`config.mk`:
```
export PLATFORM = sky130hd
export DESIGN_NAME = sparse_encoder
export DESIGN_NICKNAME = d
export VERILOG_FILES = /design/src/rtl/sparse_encoder.sv
export SDC_FILE = /design/constraint.sdc
export NUM_CORES = 1
export LEC_CHECK = 0
export CAP_MARGIN = 20
export CORE_MARGIN = 3
export CORE_UTILIZATION = 45
export DETAILED_ROUTE_END_ITERATION = 16
export PLACE_DENSITY = 0.76
export SLEW_MARGIN = 20
export SYNTH_ARGS = -nofsm -noshare
export SYNTH_HDL_FRONTEND = slang
export SYNTH_SLANG_ARGS = --single-unit
```
`constraint.sdc`:
```
create_clock -name clk -period 7.5 [get_ports clk]
set_input_delay 1.5 -clock clk [delete_from_list [all_inputs] [get_ports clk]]
set_output_delay 1.5 -clock clk [all_outputs]
set_load 0.02 [all_outputs]
```
`src/rtl/sparse_encoder.sv`:
```
// Zero-skipping compressor: scans a latched dense vector one element per cycle
// and pushes only non-zero elements, tagged with their position, into a FIFO.
module sparse_encoder #(
    parameter int D_WIDTH = 16,
    parameter int I_WIDTH = 4
) (
    input  logic                              clk,
    input  logic                              rst,
    input  logic                              vec_valid,
    output logic                              vec_ready,
    input  logic [(2**I_WIDTH)*D_WIDTH-1:0]   vec_in,
    input  logic                              fifo_full,
    output logic                              w_en,
    output logic [D_WIDTH-1:0]                data_out,
    output logic [I_WIDTH-1:0]                index_out,
    output logic                              done,
    output logic [I_WIDTH:0]                  nnz_count
);

    localparam int N = 2**I_WIDTH;

    typedef enum logic [1:0] {
        S_IDLE,
        S_SCAN,
        S_DONE
    } state_t;

    state_t               r_state;
    logic [I_WIDTH-1:0]   r_ptr;
    logic [I_WIDTH:0]     r_nnz;
    logic [I_WIDTH:0]     r_nnz_count;
    logic [D_WIDTH-1:0]   r_vec [N];

    logic [D_WIDTH-1:0]   w_elem;
    logic                 w_scan;
    logic                 w_nonzero;
    logic                 w_consume;
    logic                 w_last;

    // Outputs are gated by rst so nothing reaches the FIFO or the done
    // consumer in the cycle the in-flight vector is being discarded.
    assign w_scan    = (r_state == S_SCAN) && !rst;
    assign w_elem    = r_vec[r_ptr];
    assign w_nonzero = |w_elem;
    assign w_consume = w_scan && (!w_nonzero || !fifo_full);
    assign w_last    = (r_ptr == I_WIDTH'(N - 1));

    assign w_en      = w_scan && w_nonzero && !fifo_full;
    assign data_out  = w_scan ? w_elem : '0;
    assign index_out = w_scan ? r_ptr : '0;
    assign vec_ready = (r_state == S_IDLE);
    assign done      = (r_state == S_DONE) && !rst;
    assign nnz_count = r_nnz_count;

    always_ff @(posedge clk) begin
        if (rst) begin
            r_state     <= S_IDLE;
            r_ptr       <= '0;
            r_nnz       <= '0;
            r_nnz_count <= '0;
            for (int i = 0; i < N; i++) begin
                r_vec[i] <= '0;
            end
        end else begin
            case (r_state)
                S_IDLE: begin
                    if (vec_valid) begin
                        for (int i = 0; i < N; i++) begin
                            r_vec[i] <= vec_in[i*D_WIDTH +: D_WIDTH];
                        end
                        r_ptr   <= '0;
                        r_nnz   <= '0;
                        r_state <= S_SCAN;
                    end
                end
                S_SCAN: begin
                    // A stalled non-zero element leaves ptr and nnz untouched.
                    if (w_consume) begin
                        if (w_en) begin
                            r_nnz <= r_nnz + 1'b1;
                        end
                        if (w_last) begin
                            r_nnz_count <= r_nnz + (I_WIDTH+1)'(w_en);
                            r_state     <= S_DONE;
                        end else begin
                            r_ptr <= r_ptr + 1'b1;
                        end
                    end
                end
                S_DONE: begin
                    r_state <= S_IDLE;
                end
                default: begin
                    r_state <= S_IDLE;
                end
            endcase
        end
    end

endmodule

```
======== Yosys cells after proc, flatten, opt, wreduce, memory -nomap -nowiden ========
Memory sizes are Yosys's and may differ from the RTL's. A register that Yosys moved wholly into a read port is not among the register bits.
Cells that the tools add are included.
word-level totals
  register bits ........................... 16
  input bits .............................. 260
  RAM bits ................................ 256
  memories kept ........................... 1
  output and inout port bits .............. 28
memory list
  memory  depth  width  read ports  clocked after Yosys merged registers in  wr ports  line  RTL
  r_vec   16     16     1           1                                        16        32    logic [D_WIDTH-1:0] r_vec [N];
cells by class
  multiplexer cells ....................... 38
  $add $sub $neg .......................... 3
  reductions and logical operators ........ 16
  bitwise operators ....................... 16
  eq/ne operators ......................... 8
operators with widths
  operator             number
  $mux 16              17
  $mux 4               6
  $or 1x1->1           16
  $reduce_or 16->1     1
  $mux 5               3
  $ne 2x2->1 const B   5
  $pmux 5 s2           1
  $pmux 4 s2           1
  $reduce_and 4->1     2
  $mux 1               6
  $mux 2               3
  $reduce_and 3->1     2
  $add 5x1->5          1
  $add 5x1->5 const B  1
  $logic_and 1x1->1    5
  $add 4x1->4 const B  1
  $eq 4x4->1 const B   1
  $pmux 2 s2           1
  $logic_not 1->1      3
  $eq 2x1->1 const B   1
  $eq 2x2->1 const B   1
  $logic_not 2->1      1
  $reduce_bool 2->1    1
  $logic_or 1x1->1     1

======== Depth between registers and ports, before layout ========
  word-level depth ........................ 8
  depth in mapped cells ................... 14

======== Worst setup path after synthesis ========
No wires, ideal clock.
  path kind ............................... input-to-reg
  from .................................... in rst
  to ...................................... reg r_nnz[2]
  data arrival time ....................... 7,325 ps
  path buffers ............................ 1
  cell stages on the path ................. 6
  path slack .............................. 51 ps
  setup time .............................. 124 ps
  cell sequence ........................... clkbuf_1 nor2_1 inv_1 nor2_1 a21oi_1 nand3_1
on the way
  word-level cells in the longest chain between the ends .. 6
  elaborated cells between the ends (all ways) .. 8
RTL lines
  element                         line  RTL
  start: declaration              8     input logic rst,
  $logic_not 1->1                 42    assign w_scan = (r_state == S_SCAN) && !rst;
  $logic_and 1x1->1               42
  $logic_and 1x1->1 (2 in a row)  48    assign w_en = w_scan && w_nonzero && !fifo_full;
  $ne 2x2->1 (no line)            n/a
  $reduce_and 4->1 (no line)      n/a
  end signal: assignment          80    r_nnz <= r_nnz + 1'b1;
  end: declaration                30    logic [I_WIDTH:0] r_nnz;
Several ways; a longest one is shown, not always the timed one.
A chain may end at the register's enable or synchronous reset.

==> flow_metrics.tcl <==
set metrics [dict create \
    syn_to_final_growth_pct 32.8 \
    ys_warn_count 0 \
    fin_skew_ns 0.00745 \
    min_path_type "reg -> reg" \
    r2r_slack_ns 3.40 \
    worst_pin_slew_ns 1.07 \
    place.gp.congestion 0.906 \
    grtUsageTotal_pct 20.9 \
    period_share_pct 77.1 \
    dr.pass1.iters 5 \
    cts_made_buffers 27 \
    drt_iter0_markers 837 \
    fmax_ghz 0.173 \
    fillCellCount 2055 \
    relSlewSlack_pct 28.4 \
    arrival_ns 4.28 \
    r2r_end "nnz_count[4]$_SDFFE_PP0P_" \
    first_global_vias 8158 \
    remaining_drc_errors 0 \
    grt_util_met3_pct 3.58 \
    wl_per_cell_microns 21.6 \
    grt_use_met1_pct 27.3 \
    die_area_sq_um 29800 \
    port_buffers 287 \
    clock_path_buffers 3 \
    setup_violations 0 \
    antenna_found_initial 1 \
    slew_viol_final 0 \
    grt_max_degree 164 \
    synth_cell_types 44 \
    syn-mean-instance-area_sq_um 15.2 \
    rr_worst_depth 13 \
    whs_ns 0.480 \
    diodes 0 \
    tritoncts "yes" \
    cts_max_level 1 \
    syn_nets 1089 \
    crit_end "w_en" \
    multi_input_area_sq_um 4150 \
    leakagePower_nw 5.97 \
    core_sq_um 27200 \
    grtUsageMet2_pct 36.1 \
    drt-vias-per-instance 5.25 \
    required_ns 6.00 \
    synth-seq-cells 276 \
    io-pin-count 288 \
    drive_above_1_share_pct 11.2 \
    fp-row-count 60 \
    synth-seq-area-share_pct 64.6 \
    rsz0062_at_grt "false" \
    overflow 0 \
    top_usage_layer "met2" \
    power_density_nw_per_um2 221 \
    worstPathMaxFanout 30 \
    insertion_delay_ns 0.54 \
    fin_nets 1356 \
    ys.flop_type "edfxtp_1" \
    post_cts_buffers 0 \
    clkTransAtPathRegs_ns 0.07 \
    placed_area_sq_um 15700 \
    synth_cells 825 \
    status "finished clean" \
    synth_area_sq_um 12500 \
    finalCriticalPeriod_ns 5.78 \
    hpwlAfterDp_mm 23.4 \
    die_y_microns 173 \
    vias 7795 \
    die_w_microns 173 \
    cts_hold_buffers 0 \
    synthArstFlopShare_pct 0 \
    worstSetupPathType "reg -> out" \
    start_util_pct 46.0 \
    start_kind "flop" \
    hold_viol_final 0 \
    cts_sinks 276 \
    register_area_sq_um 8090 \
    grt_pass1_wl_mm 47.3 \
    final_area_sq_um 16600 \
    cts-root-buf "clkbuf_16" \
    cp-end-kind "output port" \
    cts-resized-gates 0 \
    max-cap-violations 0 \
    antenna_left 0 \
    drt_wl_total_mm 32.0 \
    peakVddDrop_mv 0.131 \
    finalSetupTns_ns 0 \
    synth_edf_count 256 \
]
[worst max-delay path: stages, from the launching register on]
cell and delay, ns:
dfxtp_4 0.63, buf_16 0.30, mux4_2 0.56, a22oi_1 0.34
nand2_1 0.12, nor4_2 0.42, nand4_1 0.38, nand2_1 0.28
inv_1 0.10, clkdlybuf4s50_1 0.55
[layout make-up]
type	instances	area share, %
clock buffers	30	4.13
well taps	372	2.80
inverters	7	0.203
repair buffers	294	17.9
flip-flops and latches	276	48.7
multi-input cells	486	25.0
clock inverters	20	1.26
[stage by stage]
stage,setup slack (ns),util (%),power (mW),cells
detailed placement,1.91,57.6,2.33,1433
finish,1.72,61.1,3.67,1485
floorplan,0.0510,-,2.12,825
CTS,1.28,60.9,3.68,1483
global placement,1.97,57.6,2.32,1433
global route,1.42,61.1,3.78,1485
[sequential cells by signal, summed over array words and instances (netlist names), named ones only]
register,flops
r_state,2
r_vec,256
nnz_count,5
r_ptr,4
r_nnz,5
[placed cells by master (no fill, tap or decap), drive strengths merged, types with 2 or more instances in the layout]
| master | instances |
|---|---|
| clkdlybuf4s50 | 286 |
| nor2 | 12 |
| and2 | 168 |
| a22oi | 32 |
| buf | 8 |
| a211oi | 3 |
| or3 | 3 |
| nor3b | 3 |
| nor4 | 5 |
| clkbuf | 30 |
| a31o | 2 |
| nand3 | 9 |
| ha | 4 |
| nor2b | 101 |
| xor2 | 2 |
| edfxtp | 256 |
| mux2i | 6 |
| o21ai | 3 |
| inv | 9 |
| a21oi | 24 |
| dfxtp | 20 |
| mux4 | 64 |
| bufinv | 4 |
| nand2 | 28 |
| clkinv | 14 |
[worst min-delay path by stage]
stage,from,to,cells after the start
global placement,nnz_count[0]$_SDFFE_PP0P_,nnz_count[0]$_SDFFE_PP0P_,2
finish,nnz_count[0]$_SDFFE_PP0P_,nnz_count[0]$_SDFFE_PP0P_,2
CTS,nnz_count[0]$_SDFFE_PP0P_,nnz_count[0]$_SDFFE_PP0P_,2
detailed placement,nnz_count[0]$_SDFFE_PP0P_,nnz_count[0]$_SDFFE_PP0P_,2
floorplan,r_nnz[0]$_SDFFE_PP0P_,r_nnz[0]$_SDFFE_PP0P_,1
global route,nnz_count[0]$_SDFFE_PP0P_,nnz_count[0]$_SDFFE_PP0P_,2
[synthesized netlist by cell type, drive strengths merged, types with 2 or more instances]
cell / count / area share (%)
and2: 168 / 8.4
a211oi: 3 / 0.18
ha: 4 / 0.40
a31o: 2 / 0.14
dfxtp: 20 / 3.2
edfxtp: 256 / 61
nand3: 9 / 0.36
or3: 3 / 0.15
mux4: 64 / 12
inv: 7 / 0.21
nor4: 5 / 0.66
nand2: 28 / 0.84
nor2b: 101 / 5.1
nor3b: 3 / 0.18
xor2: 2 / 0.14
mux2i: 6 / 0.48
o21ai: 3 / 0.12
buf: 11 / 0.66
a21oi: 24 / 0.96
nor2: 12 / 0.36
clkbuf: 45 / 1.4
a22oi: 32 / 1.9
[metal layers]
layer / up-vias / routed length (microns)
li1: 3594 / -
met1: 3831 / 12500
met2: 315 / 16200
met3: 53 / 2220
met4: 2 / 1010
met5: - / 14
[power breakdown]
part | switching (mW) | internal, mW | leakage (nW)
clock | 0.570 | 0.800 | 0.443
combinational | 0.174 | 0.245 | 2.61
sequential | 0.0507 | 1.83 | 2.91
[logic make-up (layout without fill, tap and decap cells)]
group	Yosys count	after routing	synth area share, %
mux	71	71	12.1
flops	276	276	64.6
compound gates	72	72	4.05
fa+ha+maj	4	4	0.400
buf+inv	63	351	2.22
xor+xnor	3	3	0.210
simple gates	336	336	16.4
(Power assumes the default switching activity.)
